$ cat config.mk
export PLATFORM = sky130hd
export DESIGN_NAME = mdr_mem_if
export DESIGN_NICKNAME = d
export VERILOG_FILES = /design/src/rtl/mdr_pkg.sv /design/src/rtl/mdr_lane_align.sv /design/src/rtl/mdr_mem_if.sv
export SDC_FILE = /design/constraint.sdc
export NUM_CORES = 1
export LEC_CHECK = 0
export CAP_MARGIN = 40
export CORE_MARGIN = 8
export CORE_UTILIZATION = 50
export DETAILED_ROUTE_END_ITERATION = 10
export PLACE_DENSITY = 0.87
export REMOVE_ABC_BUFFERS = 1
export SYNTH_ARGS = -nofsm -noshare
export SYNTH_HDL_FRONTEND = slang
export SYNTH_SLANG_ARGS = --single-unit
$ cat constraint.sdc
create_clock -name clk -period 5.7 [get_ports clk]
set_clock_uncertainty 0.05 [all_clocks]
set_input_delay 0.855 -clock clk [delete_from_list [all_inputs] [get_ports clk]]
set_output_delay 0.855 -clock clk [all_outputs]
set_load 0.02 [all_outputs]
$ cat src/rtl/mdr_pkg.sv
`default_nettype none
// ============================================================================
// Module      : mdr_pkg
// Description : Shared definitions for the memory data register.
//               - Access-size encodings: SZ_BYTE, SZ_HALF, SZ_WORD
//                 (2'b11 is treated as a word access).
//               - Transaction state enum: IDLE, RD_WAIT, WR_WAIT.
// Revision    : 1.0 - initial release
// ============================================================================
package mdr_pkg;

    localparam logic [1:0] SZ_BYTE = 2'b00;
    localparam logic [1:0] SZ_HALF = 2'b01;
    localparam logic [1:0] SZ_WORD = 2'b10;

    typedef enum logic [1:0] {
        IDLE    = 2'd0,
        RD_WAIT = 2'd1,
        WR_WAIT = 2'd2
    } state_t;

endpackage
`default_nettype wire

$ cat src/rtl/mdr_lane_align.sv
`default_nettype none
// ============================================================================
// Module      : mdr_lane_align
// Description : Combinational byte-lane steering for the MDR.
//               Load side : picks the addressed byte/half out of the read
//                           word, right-justifies it, and sign- or
//                           zero-extends it.
//               Store side: replicates the low byte/half of the register
//                           across every lane and builds the byte enables.
// Ports       : ld_size/ld_sext/ld_off/rdata -> ld_data
//               st_size/st_off/st_q          -> st_wdata, st_be
// Revision    : 1.0 - initial release
// ============================================================================
module mdr_lane_align
    import mdr_pkg::*;
#(
    parameter int DATA_W = 32,
    parameter int OFF_W  = $clog2(DATA_W / 8)
) (
    input  logic [1:0]          ld_size,
    input  logic                ld_sext,
    input  logic [OFF_W-1:0]    ld_off,
    input  logic [DATA_W-1:0]   rdata,
    output logic [DATA_W-1:0]   ld_data,
    input  logic [1:0]          st_size,
    input  logic [OFF_W-1:0]    st_off,
    input  logic [DATA_W-1:0]   st_q,
    output logic [DATA_W-1:0]   st_wdata,
    output logic [DATA_W/8-1:0] st_be
);

    localparam int NB = DATA_W / 8;

    logic [OFF_W-1:0] w_ld_hoff;
    logic [OFF_W-1:0] w_st_hoff;
    logic [7:0]       w_ld_byte;
    logic [15:0]      w_ld_half;

    always_comb begin
        // Halfword accesses are always naturally aligned: offset bit 0 is dropped.
        w_ld_hoff = {ld_off[OFF_W-1:1], 1'b0};
        w_ld_byte = 8'(rdata >> {ld_off, 3'b000});
        w_ld_half = 16'(rdata >> {w_ld_hoff, 3'b000});
        ld_data   = rdata;
        case (ld_size)
            SZ_BYTE: ld_data = {{(DATA_W-8){ld_sext & w_ld_byte[7]}}, w_ld_byte};
            SZ_HALF: ld_data = {{(DATA_W-16){ld_sext & w_ld_half[15]}}, w_ld_half};
            default: ld_data = rdata;
        endcase
    end

    always_comb begin
        w_st_hoff = {st_off[OFF_W-1:1], 1'b0};
        st_wdata  = st_q;
        st_be     = '1;
        case (st_size)
            SZ_BYTE: begin
                st_wdata = {NB{st_q[7:0]}};
                st_be    = NB'(1) << st_off;
            end
            SZ_HALF: begin
                st_wdata = {(NB/2){st_q[15:0]}};
                st_be    = NB'(3) << w_st_hoff;
            end
            default: begin
                st_wdata = st_q;
                st_be    = '1;
            end
        endcase
    end

endmodule
`default_nettype wire

$ cat src/rtl/mdr_mem_if.sv
`default_nettype none
// ============================================================================
// Module      : mdr_mem_if
// Description : Memory data register with a req/ack memory port.
//               Loads from the internal bus (MDRin) or runs its own read and
//               write transactions with arbitrary wait states, supporting
//               byte/half/word sizes with sign/zero extension on loads and
//               lane replication on stores. All outputs are registered.
// Ports       : clk, clr (sync, active-high)
//               BusMuxOut, MDRin, Q           - internal bus side
//               rd_start, wr_start, size,
//               sext, byte_off                - transaction control
//               mem_req, mem_we, mem_be,
//               mem_wdata, mem_rdata, mem_ack - memory port
//               busy, done, err               - status
// Config      : `define MDR_TIMEOUT_EN to abort a transaction after
//               TIMEOUT_CYCLES wait cycles without ack (err is sticky until
//               the next start). Undefined: waits forever, err tied 0.
// Revision    : 1.0 - initial release
// ============================================================================
module mdr_mem_if
    import mdr_pkg::*;
#(
    parameter  int DATA_W         = 32,
    parameter  int TIMEOUT_CYCLES = 15,
    localparam int OFF_W          = $clog2(DATA_W / 8)
) (
    input  logic                clk,
    input  logic                clr,
    input  logic [DATA_W-1:0]   BusMuxOut,
    input  logic                MDRin,
    input  logic                rd_start,
    input  logic                wr_start,
    input  logic [1:0]          size,
    input  logic                sext,
    input  logic [OFF_W-1:0]    byte_off,
    output logic                mem_req,
    output logic                mem_we,
    output logic [DATA_W/8-1:0] mem_be,
    output logic [DATA_W-1:0]   mem_wdata,
    input  logic [DATA_W-1:0]   mem_rdata,
    input  logic                mem_ack,
    output logic [DATA_W-1:0]   Q,
    output logic                busy,
    output logic                done,
    output logic                err
);

    state_t               r_state;
    logic [1:0]           r_size;
    logic                 r_sext;
    logic [OFF_W-1:0]     r_off;
    logic [DATA_W-1:0]    w_ld_data;
    logic [DATA_W-1:0]    w_st_wdata;
    logic [DATA_W/8-1:0]  w_st_be;

    // Load path uses the attributes latched at start; store path works from
    // the live request so the lanes are ready to register on the start edge.
    mdr_lane_align #(
        .DATA_W (DATA_W),
        .OFF_W  (OFF_W)
    ) u_lane_align (
        .ld_size  (r_size),
        .ld_sext  (r_sext),
        .ld_off   (r_off),
        .rdata    (mem_rdata),
        .ld_data  (w_ld_data),
        .st_size  (size),
        .st_off   (byte_off),
        .st_q     (Q),
        .st_wdata (w_st_wdata),
        .st_be    (w_st_be)
    );

`ifdef MDR_TIMEOUT_EN
    localparam int CNT_W = $clog2(TIMEOUT_CYCLES + 1);
    logic [CNT_W-1:0] r_wait_cnt;
`else
    logic w_unused_timeout;
    assign w_unused_timeout = (TIMEOUT_CYCLES != 0);
`endif

    always_ff @(posedge clk) begin
        if (clr) begin
            r_state   <= IDLE;
            r_size    <= SZ_BYTE;
            r_sext    <= 1'b0;
            r_off     <= '0;
            Q         <= '0;
            mem_req   <= 1'b0;
            mem_we    <= 1'b0;
            mem_be    <= '0;
            mem_wdata <= '0;
            busy      <= 1'b0;
            done      <= 1'b0;
            err       <= 1'b0;
`ifdef MDR_TIMEOUT_EN
            r_wait_cnt <= '0;
`endif
        end else begin
            done <= 1'b0;
            case (r_state)
                IDLE: begin
                    if (rd_start || wr_start) begin
                        r_size  <= size;
                        r_sext  <= sext;
                        r_off   <= byte_off;
                        mem_req <= 1'b1;
                        mem_be  <= w_st_be;
                        busy    <= 1'b1;
                        err     <= 1'b0;
`ifdef MDR_TIMEOUT_EN
                        r_wait_cnt <= '0;
`endif
                        if (rd_start) begin
                            r_state   <= RD_WAIT;
                            mem_we    <= 1'b0;
                            mem_wdata <= '0;
                        end else begin
                            r_state   <= WR_WAIT;
                            mem_we    <= 1'b1;
                            mem_wdata <= w_st_wdata;
                        end
                    end else if (MDRin) begin
                        Q <= BusMuxOut;
                    end
                end

                RD_WAIT, WR_WAIT: begin
                    if (mem_ack) begin
                        if (r_state == RD_WAIT) begin
                            Q <= w_ld_data;
                        end
                        r_state   <= IDLE;
                        mem_req   <= 1'b0;
                        mem_we    <= 1'b0;
                        mem_be    <= '0;
                        mem_wdata <= '0;
                        busy      <= 1'b0;
                        done      <= 1'b1;
                    end
`ifdef MDR_TIMEOUT_EN
                    // The wait cycle that would be the (TIMEOUT_CYCLES+1)th
                    // is never entered: request lasts TIMEOUT_CYCLES cycles.
                    else if (r_wait_cnt == CNT_W'(TIMEOUT_CYCLES - 1)) begin
                        r_state   <= IDLE;
                        mem_req   <= 1'b0;
                        mem_we    <= 1'b0;
                        mem_be    <= '0;
                        mem_wdata <= '0;
                        busy      <= 1'b0;
                        done      <= 1'b1;
                        err       <= 1'b1;
                    end else begin
                        r_wait_cnt <= r_wait_cnt + 1'b1;
                    end
`endif
                end

                default: r_state <= IDLE;
            endcase
        end
    end

endmodule
`default_nettype wire

; ---- After elaboration in Yosys (flattened, before gate mapping)
; Cells that the tools add are included.
[op_classes]
eq_ne = 9
n_shift = 4
n_mux = 26
bitwise_logic = 3
reduce_logical = 11
[op_table]
columns = operator, count
row1 = case mux 32 bit (2 select lines), 4
row2 = 2-to-1 mux 32 bit, 7
row3 = right shift 32 x 5 -> 16 bit, 1
row4 = right shift 32 x 5 -> 8 bit, 1
row5 = case mux 4 bit (2 select lines), 2
row6 = inequality test 2 bit (second input constant), 5
row7 = 2-to-1 mux 4 bit, 2
row8 = == test 2 x 1 -> 1 bit (second input constant), 3
row9 = zero test 2 bit, 3
row10 = 2-to-1 mux 2 bit, 3
row11 = 2-to-1 mux 1 bit, 5
row12 = AND reduction 5 bit, 1
row13 = case mux 1 bit (2 select lines), 2
row14 = case mux 2 bit (2 select lines), 1
row15 = AND reduction 2 bit, 2
row16 = OR reduction 2 bit, 2
row17 = left shift 1 x 2 -> 4 bit (first input constant), 1
row18 = left shift 2 x 2 -> 4 bit (first input constant), 1
row19 = AND reduction 3 bit, 1
row20 = AND 1 bit, 2
row21 = == test 2 bit (second input constant), 1
row22 = nonzero test 2 bit, 1
row23 = logical OR 1 bit, 1
row24 = NOT 1 bit, 1
[totals]
ff_bits = 78
elab_cells = 63

; ---- Longest topological paths before layout
[logic_depth]
depth_word = 6
mapped_depth = 9
mapped_depth_nobuf = 6

; ---- Cells and area by module
; A second synthesis with hierarchy kept.
[hier_totals]
cells_unflattened = 464
area_unflattened_um2 = 4366.7
[by_module_without_submodules]
columns = mod, instances, cells_per_inst, area_per_inst_um2, seq_area_each_um2
row1 = mdr_mem_if, 1, 307, 3206.8, 1561.5
row2 = mdr_lane_align, 1, 157, 1159.9, 0.0

; ---- Worst setup path after synthesis
; No wires, ideal clock.
[synth_path]
kind = input to register
startpoint = in mem_rdata[31]
endpoint = reg Q[15]
arrival_ns = 1.950
required_ns = 5.530
slack_ns = 3.580
path_stages = 4
path_buffers = 0
path_cell_list = mux4_2 -> a221o_1 -> a221oi_2 -> nor2_1
[synth_between]
elab_chain_len = 6
[synth_lines]
columns = item, line
row1 = "start, declared", mdr_mem_if.sv:41  ; input logic [DATA_W-1:0] mem_rdata,
row2 = right shift 32 x 5 -> 8 bit, mdr_lane_align.sv:42  ; w_ld_byte = 8'(rdata >> {ld_off, 3'b000});
row3 = AND 1 bit, mdr_lane_align.sv:46  ; SZ_BYTE: ld_data = {{(DATA_W-8){ld_sext & w_ld_byte[7]}}, w_ld_byte};
row4 = case mux 32 bit (2 select lines) *, mdr_lane_align.sv:45  ; case (ld_size)
row5 = 2-to-1 mux 32 bit *, mdr_mem_if.sv:131  ; if (r_state == RD_WAIT) begin
row6 = 2-to-1 mux 32 bit *, mdr_mem_if.sv:130  ; if (mem_ack) begin
row7 = case mux 32 bit (2 select lines) *, mdr_mem_if.sv:102  ; case (r_state)
row8 = "end signal, assigned", mdr_mem_if.sv:125  ; Q <= BusMuxOut;
row9 = "end signal, assigned", mdr_mem_if.sv:132  ; Q <= w_ld_data;
row10 = "end, declared", mdr_mem_if.sv:43  ; output logic [DATA_W-1:0] Q,
; Mark *: on every way between the ends. The rest lies on a longest branch, timed or not. The select of a mux whose other input is x is not followed.
; A chain may end at the register's enable or synchronous reset.

; ---- Final worst setup path
[layout_path]
startpoint = in rd_start
endpoint = reg Q[10]
[layout_between]
elab_chain_len = 3
[layout_lines]
columns = item, line
row1 = "start, declared", mdr_mem_if.sv:32  ; input logic rd_start,
row2 = logical OR 1 bit, mdr_mem_if.sv:104  ; if (rd_start || wr_start) begin
row3 = inequality test 2 bit (no source line), --
row4 = AND reduction 5 bit (no source line), --
; Every way passes these cells.

==> results.yml <==
timing:
  finalMaxSlewViolations: 0
  hold_viol_final: 0
  relSlewSlack_pct: 35.5
  rsz0062_at_grt: "false"
  setup_violations: 0
  period_minus_slack_ps: 3170
  fmax_ghz: 0.315
  tns_ps: 0
  period_share_pct: 55.6
  worst_pin_slew_ps: 968
route:
  routed_via_density: 6.29
  drc_errors: 0
  wl_per_cell_um: 21.0
  drtPass1Iterations: 5
  vias: 4607
  drtIter0Drc: 442
  routed_wl_um: 15400
  ant_nets: 0
cts:
  cts_htree_levels: 3
  path_clk_slew_ps: 80
  hold_buffers: 0
  cts_buffers: 9
  clkSinkCount: 78
  cts_tree: "done"
  cts.path.max_buffers: 2
  cts_root_buffer: "clkbuf_8"
  cts_resized: 0
  clk_latency_ps: 360
  cts_setup_buffers: 0
setup_path:
  cp_max_fo: 50
  cp-start-kind: "input port"
  worstSetupEndpointType: "flop"
  crit_required_ps: 5840
  reg2regPathDepth: 6
  crit_type: "in2reg"
  worst_path_max_delay_cell: "nand4b_4"
  arrival_ps: 3310
  slowest_delay_ps: 660
  crit_chain: "clkdlybuf4s50_1 > o21ai_4 > nand4b_4 > a211oi_4 > a221oi_1"
logic_synthesis:
  yosysTopAreaCell: "dfxtp_1"
  syn_avg_cell_area_um2: 8.55
  synth_edf_count: 0
  ys_warn_count: 0
  synth-simple-area-share_pct: 16.5
  synth_top_area_share_pct: 36.1
  muxShareOfSynthArea_pct: 10.0
  ys_top_cells_by_count: "dfxtp_1 (78), nor2_1 (66), a21oi_1 (46)"
  synth_xor_area_share_pct: 0
  synth_compound_area_share_pct: 30.2
  synth_fa_ha_area_share_pct: 0.578
  post-synth-top-count-cell: "dfxtp_1"
  synth_top_family_by_area: "compound AO/OA/AOI/OAI gates"
  ys.flop_type: "dfxtp_1"
  synth_area_leaders: "dfxtp_1 (36%), nor2_1 (5.7%), a21oi_1 (5.3%)"
  syn_inst: 506
  ys_async_sr_fraction_pct: 0
  synthDistinctLibCells: 49
  ys_seq_area_share_pct: 36.1
  syn_area_um2: 4330
  synth_seq_cells: 78
place:
  io_buffers: 146
  dpl.hpwl_um: 10600
  postPlaceCellArea_um2: 5790
  place.gp.congestion: 0.836
final_layout:
  diodes: 0
  fin_nets: 699
  fill_cells: 676
  drive_gt1_share_pct: 9.60
  seqCellArea_um2: 1560
  stdcell_area_um2: 5950
  multi_input_area_um2: 2500
  syn2layout_area_growth_pct: 37.6
floorplanning:
  coreArea_um2: 8550
  start_util_pct: 50.6
  die_h_um: 109
  fp.dieW_um: 109
  boundaryPins: 148
  num_rows: 34
  die-area_um2: 11900
global_routing:
  track_usage_pct: 25.1
  grt-ovfl-total: 0
  grt_pass1_vias: 4494
  grt_max_degree: 71
  grt_pass1_wl_um: 23700
  antenna_found_initial: 0
worst_hold_path:
  holdPathStages: 2
  hold_path_class: "reg2reg"
outcome:
  run_status: "completed"
pwr:
  p_switching_uw: 603
  seq_power_share_pct: 40.1
  pwr-share-clk_pct: 22.9
  comb_power_share_pct: 37.0
  swShare_pct: 37.1
  p_leak_nw: 2.10
  peakVddDrop_mv: 0.140
  powerDensity_nw_per_um2: 273
  internal_power_mw: 1.02
job:
  drv_cap: 0
## worst paths after layout
kind,from,end,slack [ps]
max,rd_start,Q[10]$_SDFFE_PP0P_,2530
min,mem_be[3]$_SDFFE_PP0P_,mem_be[3]$_SDFFE_PP0P_,410
max reg2reg,r_state[0]$_SDFFE_PP0P_,Q[10]$_SDFFE_PP0P_,2980
min reg2reg,mem_be[3]$_SDFFE_PP0P_,mem_be[3]$_SDFFE_PP0P_,410
## placed cells by master (no fill, tap or decap), types with 2 or more instances in the layout
cell type	synthesis	routed
inv_1	7	7
a221oi_1	5	5
clkinv_1	2	2
a221oi_2	3	3
nor2b_1	4	4
buf_16	0	2
clkdlybuf4s50_1	0	145
dfxtp_1	78	78
o221ai_1	5	5
nor3_1	19	18
clkbuf_8	0	10
o211ai_1	16	16
clkinv_2	0	2
a211o_1	7	7
o21ai_4	1	2
a211oi_1	8	8
or4b_2	7	7
buf_4	9	7
a32o_1	17	17
nand2b_1	5	5
o21ai_0	34	34
or4_1	3	3
a21oi_1	46	46
clkinvlp_4	0	2
nor2_1	66	66
mux2i_1	23	23
mux2_2	16	16
o221ai_2	2	2
ha_1	2	2
a22oi_1	30	30
nand2_1	25	25
and3b_1	7	7
## final cells by class
type / count / area share [%]
clock buffer: 10 / 2.31
inverter: 9 / 0.567
timing repair buffer: 155 / 26.3
tap: 108 / 2.27
sequential: 78 / 26.2
multi-input combinational: 369 / 41.9
clock inverter: 4 / 0.420
## power by group through the flow
| stage | combinational, mW | sequential (mW) | clock, mW |
|---|---|---|---|
| after CTS | 0.598 | 0.650 | 0.373 |
| after global placement | 0.560 | 0.660 | 0 |
| final | 0.603 | 0.652 | 0.372 |
| after global routing | 0.644 | 0.659 | 0.393 |
| after detailed placement | 0.594 | 0.663 | 0 |
| after floorplan | 0.267 | 0.704 | 0 |
## sequential cells by signal, indices dropped and copies added (netlist names)
| name | flops |
|---|---|
| Q | 32 |
| busy | 1 |
| done | 1 |
| mem_be | 4 |
| mem_wdata | 32 |
| mem_we | 1 |
| r_off | 2 |
| r_sext | 1 |
| r_size | 2 |
| r_state | 2 |
## cell families (layout without fill, tap and decap cells)
kind of cell,after synthesis,count (layout)
mux,40,40
fa+ha+maj,2,2
buf+inv,59,178
flops,78,78
compound gates,183,183
simple gates,143,143
other cells,1,1
## layer usage
metal	share of wire [%]	GRT usage, %	vias up
li1	-	-	2127
met1	38	29.8	2201
met2	49	41.5	246
met3	10	6.86	33
met4	2.3	11.2	0
met5	0	0	-
## stage by stage
step | setup WS, ps | total power [mW] | utilization [%] | hold slack, ps | instances
detailed placement | 2220 | 1.26 | 67.7 | 395 | 719
CTS | 2580 | 1.62 | 69.6 | 407 | 733
global placement | 2310 | 1.22 | 67.0 | 388 | 716
finish | 2530 | 1.63 | 69.6 | 410 | 733
global route | 2370 | 1.70 | 69.6 | 440 | 733
floorplan | 2590 | 0.971 | - | 404 | 456
## critical path: cells and delay by family
kind,cells,cell delay (ps)
AOI/OAI and AO/OA,3,1210
and+or+nand+nor,1,660
buffers and inverters,1,570
No activity file was read; power rests on OpenSTA's default activity.
